===== config.mk =====
export PLATFORM = sky130hd
export DESIGN_NAME = serial_pattern_tx
export DESIGN_NICKNAME = d
export VERILOG_FILES = /design/src/rtl/serial_tx_pkg.sv /design/src/rtl/serial_pattern_tx_bit_tally.sv /design/src/rtl/serial_pattern_tx.sv
export SDC_FILE = /design/constraint.sdc
export NUM_CORES = 1
export LEC_CHECK = 0
export ABC_AREA = 1
export BUFFER_PORTS_ARGS = -buffer_cell sky130_fd_sc_hd__buf_2
export CAP_MARGIN = 20
export CORE_MARGIN = 1.5
export CORE_UTILIZATION = 30
export CTS_BUF_LIST = sky130_fd_sc_hd__clkbuf_16
export DETAILED_ROUTE_END_ITERATION = 8
export PLACE_DENSITY_LB_ADDON = 0.12
export SYNTH_ARGS = -nofsm -noshare
export SYNTH_HDL_FRONTEND = slang
export SYNTH_HIERARCHICAL = 1
export SYNTH_SLANG_ARGS = --single-unit

===== constraint.sdc =====
create_clock -name Clock -period 2.9 [get_ports Clock]
set_input_delay 0.29 -clock Clock [delete_from_list [all_inputs] [get_ports Clock]]
set_output_delay 0.29 -clock Clock [all_outputs]
set_load 0.01 [all_outputs]

===== src/rtl/serial_tx_pkg.sv =====
// Shared types and sizing helper for the serial pattern transmitter.
package serial_tx_pkg;

    typedef enum logic [1:0] {IDLE, SHIFT, DONE} tx_state_t;

    // Tally counters only need to reach the larger threshold, then saturate.
    function automatic int tally_w(input int min_zeros, input int min_ones);
        int m;
        m = (min_zeros > min_ones) ? min_zeros : min_ones;
        return $clog2(m + 1);
    endfunction

endpackage


===== src/rtl/serial_pattern_tx_bit_tally.sv =====
// Saturating zero/one tallies over valid serial bits with a sticky Seen flag.
module bit_tally
    import serial_tx_pkg::*;
#(
    parameter int MIN_ZEROS = 2,
    parameter int MIN_ONES  = 2
) (
    input  logic Clock,
    input  logic Resetn,
    input  logic Clear,
    input  logic BitValid,
    input  logic Bit,
    output logic Seen
);

    localparam int TW = tally_w(MIN_ZEROS, MIN_ONES);
    localparam logic [TW-1:0] ZMAX = TW'(MIN_ZEROS);
    localparam logic [TW-1:0] OMAX = TW'(MIN_ONES);

    logic [TW-1:0] zero_cnt_q, zero_cnt_d;
    logic [TW-1:0] one_cnt_q, one_cnt_d;
    logic          seen_q, seen_d;

    always_comb begin
        zero_cnt_d = zero_cnt_q;
        one_cnt_d  = one_cnt_q;
        if (BitValid) begin
            if (Bit && one_cnt_q < OMAX)       one_cnt_d  = one_cnt_q + TW'(1);
            if (!Bit && zero_cnt_q < ZMAX)     zero_cnt_d = zero_cnt_q + TW'(1);
        end
        // Evaluated on the updated counts so Seen rises right after the completing bit.
        seen_d = seen_q | ((zero_cnt_d == ZMAX) && (one_cnt_d == OMAX));
        if (Clear) begin
            zero_cnt_d = '0;
            one_cnt_d  = '0;
            seen_d     = 1'b0;
        end
    end

    always_ff @(posedge Clock or negedge Resetn) begin
        if (!Resetn) begin
            zero_cnt_q <= '0;
            one_cnt_q  <= '0;
            seen_q     <= 1'b0;
        end else begin
            zero_cnt_q <= zero_cnt_d;
            one_cnt_q  <= one_cnt_d;
            seen_q     <= seen_d;
        end
    end

    assign Seen = seen_q;

endmodule


===== src/rtl/serial_pattern_tx.sv =====
// Parallel-in, serial-out pattern transmitter with valid/ready load and bit tallies.
// Define SERIAL_TX_MSB_FIRST_EN to shift MSB first; default is LSB first.
module serial_pattern_tx
    import serial_tx_pkg::*;
#(
    parameter int WIDTH     = 8,
    parameter int MIN_ZEROS = 2,
    parameter int MIN_ONES  = 2
) (
    input  logic             Clock,
    input  logic             Resetn,
    input  logic             Load,
    input  logic [WIDTH-1:0] Data,
    input  logic             Clear,
    output logic             Ready,
    output logic             X,
    output logic             XValid,
    output logic             Done,
    output logic             Seen
);

    localparam int            CW   = $clog2(WIDTH);
    localparam logic [CW-1:0] LAST = CW'(WIDTH - 1);

    tx_state_t        state_q;
    logic [WIDTH-1:0] shreg_q;
    logic [CW-1:0]    cnt_q;
    logic             ready_q, xvalid_q, done_q;

    // Zero fill means the register is all zeros once a word has fully left, keeping X low when idle.
`ifdef SERIAL_TX_MSB_FIRST_EN
    wire [WIDTH-1:0] shreg_next = {shreg_q[WIDTH-2:0], 1'b0};
    assign X = shreg_q[WIDTH-1];
`else
    wire [WIDTH-1:0] shreg_next = {1'b0, shreg_q[WIDTH-1:1]};
    assign X = shreg_q[0];
`endif

    always_ff @(posedge Clock or negedge Resetn) begin
        if (!Resetn) begin
            state_q  <= IDLE;
            shreg_q  <= '0;
            cnt_q    <= '0;
            ready_q  <= 1'b1;
            xvalid_q <= 1'b0;
            done_q   <= 1'b0;
        end else begin
            case (state_q)
                IDLE: begin
                    if (Load && ready_q) begin
                        shreg_q  <= Data;
                        cnt_q    <= '0;
                        state_q  <= SHIFT;
                        ready_q  <= 1'b0;
                        xvalid_q <= 1'b1;
                    end
                end
                SHIFT: begin
                    shreg_q <= shreg_next;
                    cnt_q   <= cnt_q + CW'(1);
                    if (cnt_q == LAST) begin
                        state_q  <= DONE;
                        xvalid_q <= 1'b0;
                        done_q   <= 1'b1;
                    end
                end
                DONE: begin
                    state_q <= IDLE;
                    done_q  <= 1'b0;
                    ready_q <= 1'b1;
                end
                default: begin
                    state_q  <= IDLE;
                    shreg_q  <= '0;
                    ready_q  <= 1'b1;
                    xvalid_q <= 1'b0;
                    done_q   <= 1'b0;
                end
            endcase
        end
    end

    assign Ready  = ready_q;
    assign XValid = xvalid_q;
    assign Done   = done_q;

    bit_tally #(
        .MIN_ZEROS(MIN_ZEROS),
        .MIN_ONES (MIN_ONES)
    ) u_tally (
        .Clock   (Clock),
        .Resetn  (Resetn),
        .Clear   (Clear),
        .BitValid(xvalid_q),
        .Bit     (X),
        .Seen    (Seen)
    );

endmodule


==> results.md <==
* Run status: finished with violations
* Failing checks: negative hold slack
* Cell variety after synth at 22
* Cell breakdown of the critical path: inv_1, nand3_4, nand2_2, nand2_1, nand2_1
* # rows at 21
* I/O pin cnt at 17
* Most used DFF post-synth: dfrtp_1
* DR vias/cell at between 4 and 5
* Fin Clk Skew at 0.003190 ns
* Root Driver: clkbuf_16
* Routed vias at 828
* Clock Sinks at 21
* Post-DP HPWL at between 1 and 1.5 mm
* Clk_lat worst skew at between 0.2 and 0.3 ns
* Slew Limit Headroom at roughly two thirds
* Hold Vio Cnt, Final at 14
* Sequential area share after synthesis at 50.66%
* Worst slew pin tran at approximately 0.48 ns
* Post-CTS Setup Repair Bufs at 0
* Startpoint class of the critical path: flop
* Setup TNS at 0 ns
* CP required at just over 3 ns
* CTS Buf Count at 3
* Total routed wirelength at around 2 mm
* Final ANT Viol Nets at 0
* CTS tree: built
* RSZ-0062 raised after global routing: false
* Synth Register Bits at 21
* Starting Density at between 30 and 40%
* Yosys Warn Count at 6
* 1st-iter DRT viols at 42
* Core Util, Final at between 30% and 40%
* Post-CTS resize count at 0
* Mapped Area at 1040 µm²
* Tcrit/Tclk final at ~45%
* Total gr overflow at 0
* Syn Inst Count at roughly 120
* Crit path max-delay family: simple AND/OR/NAND/NOR gates
* Share of cells above drive strength 1 at between 20% and 30%
* Syn_nets at roughly 140
* Post-synth EDFFs at 0
* Worst Path Buf+Inv at 1
* Largest net degree at the start of global routing at 22
* Final worst path period need at 1.309 ns
* Peak VDD IR at 0.4669 mV
* WL per Instance at approximately 11 µm
* Worst-path fanout max at 12
* Post-synth top area share at between 40% and 50%
* Worst setup EP type: flop
* Initial antenna violation count at 0
* Post-CTS Hold Buffers at 0
* Placer Congestion at a little over 0.7
* Fmax at around 0.76 GHz
* Path depth of the worst reg2reg path at 5
* Cell taking the most area after synthesis: dfrtp_1
* Worst Hold Class: in2async
* LEAKAGE at around 0.65 nW
* Delay of the slowest critical-path stage at 0.39 ns
* Dpl ws at between 1.5 and 2 ns
* Final net count at 155
* Worst path slowest cell: dfrtp_1
* Vias in the first global route at 752
* Setup-failing EPs final at 0
* Power Dens Cells at about 1000 nW/µm²
* Clock buffer depth at 2
* Htree depth at 1
* Antenna Cells at 0
* Max-Cap Viols at 0
* Most used cell, CP: nand2_1
* Synth top area cells: dfrtp_1 48%, nand2_1 15%, nand3_1 10%
* Synth top cells by count: 41 x nand2_1, 21 x nand3_1, 20 x dfrtp_1
* Residual DRC at 0
* Path length in cells of the critical path at 5
* Critical path type: reg2reg
* Drt first pass iters at 4
* Die W at ~62 µm
* Die height at 61.87 µm
* Die ar. at around 3800 µm²
* Register area at ~530 µm²
* Final slew viol count at 0
* Critical path arrival at ~1.5 ns
* Count leader, synth: nand2_1
* Clk slew on worst S/H paths at around 0.060 ns
* Filler instances at about 340
* Avg Cell Area, Syn at about 8.5 µm²
* I/O Buffers at 16
* Area of the multi-input gates at 430.4 µm²
* Core area at ~3300 µm²
* WHS at -0.006351 ns
* Area growth from synthesis to layout at 17.57%
* Final worst slack at roughly 1.6 ns
* Global-route wire length before repair at between 3 and 4 mm
* All-Layer GR Usage at 12.52%
* Asr flop ratio synth at between 90% and 100%
==> final timing paths <==
| check | from | to | slack [ns] |
|---|---|---|---|
| worst max-delay path | state_q[1] | shreg_q[0] | 1.59 |
| min in group Clock | Clear | u_tally/Seen | 0.26 |
| worst min-delay path | Resetn | shreg_q[6] | -0.006 |
| worst min register to register | Done | Done | 0.50 |
| max in group asynchronous | Resetn | Ready | 2.55 |
| worst max register to register | state_q[1] | shreg_q[0] | 1.59 |
==> power by group <==
| group | internal, mW | leakage [nW] | total (mW) | switching (mW) |
|---|---|---|---|---|
| registers | 0.411 | 0.267 | 0.517 | 0.106 |
| clock network | 0.184 | 0.0423 | 0.285 | 0.102 |
| logic | 0.176 | 0.341 | 0.443 | 0.267 |
| total | 0.770 | 0.650 | 1.25 | 0.475 |
==> area by class of cell <==
cell class / instances / share of cell area, %
flip-flops and latches: 21 / 43.09
multi-input cells: 86 / 35.21
repair buffers: 16 / 6.551
clock buffers: 3 / 6.141
well taps: 46 / 4.708
inverters: 13 / 3.992
clock inverters: 1 / 0.3071
==> logic make-up after synthesis <==
group           share of synthesized area, %
fa+ha+maj                              2.406
compound gates                         6.619
simple gates                           32.37
flops                                  50.66
buf+inv                                7.941
==> per-layer routing <==
layer	share of wire, %	up-vias	global-route usage, %
li1	-	429	-
met4	0.94	0	3.647
met2	44	16	18.05
met1	50	381	17.35
met3	5.3	2	4.969
met5	0	-	0
==> metrics by stage <==
| stage | total power, mW | hold slack [ns] | cell area, µm² | std cells |
|---|---|---|---|---|
| after global placement | 0.9723 | 0.2824 | 1144 | 182 |
| after CTS | 1.265 | 0.009619 | 1222 | 186 |
| after floorplan | 0.8695 | -0.005591 | 1040 | 123 |
| final | 1.245 | -0.006351 | 1222 | 186 |
| after detailed placement | 0.9744 | 0.2764 | 1144 | 182 |
| after global routing | 1.366 | 0.02799 | 1222 | 186 |
==> sequential cells by signal, summed over array words and instances (netlist names) <==
register and cells:
shreg_q 8, cnt_q 3, state_q 2, u_tally/one_cnt_q 2, u_tally/zero_cnt_q 2, Done 1, Ready 1, XValid 1
u_tally/Seen 1
==> layout by cell type (no fill, tap or decap), drive strengths merged <==
cell and count:
ha 2, clkbuf 3, nand4 1, nor2 4, o21a 1, inv 13, buf 16, nand2 43
nand3 23, dfrtp 20, dfstp 1, nand3b 1, a21oi 7, or2 1, clkinv 1, o21ai 3
No activity file was read; power rests on OpenSTA's default activity.
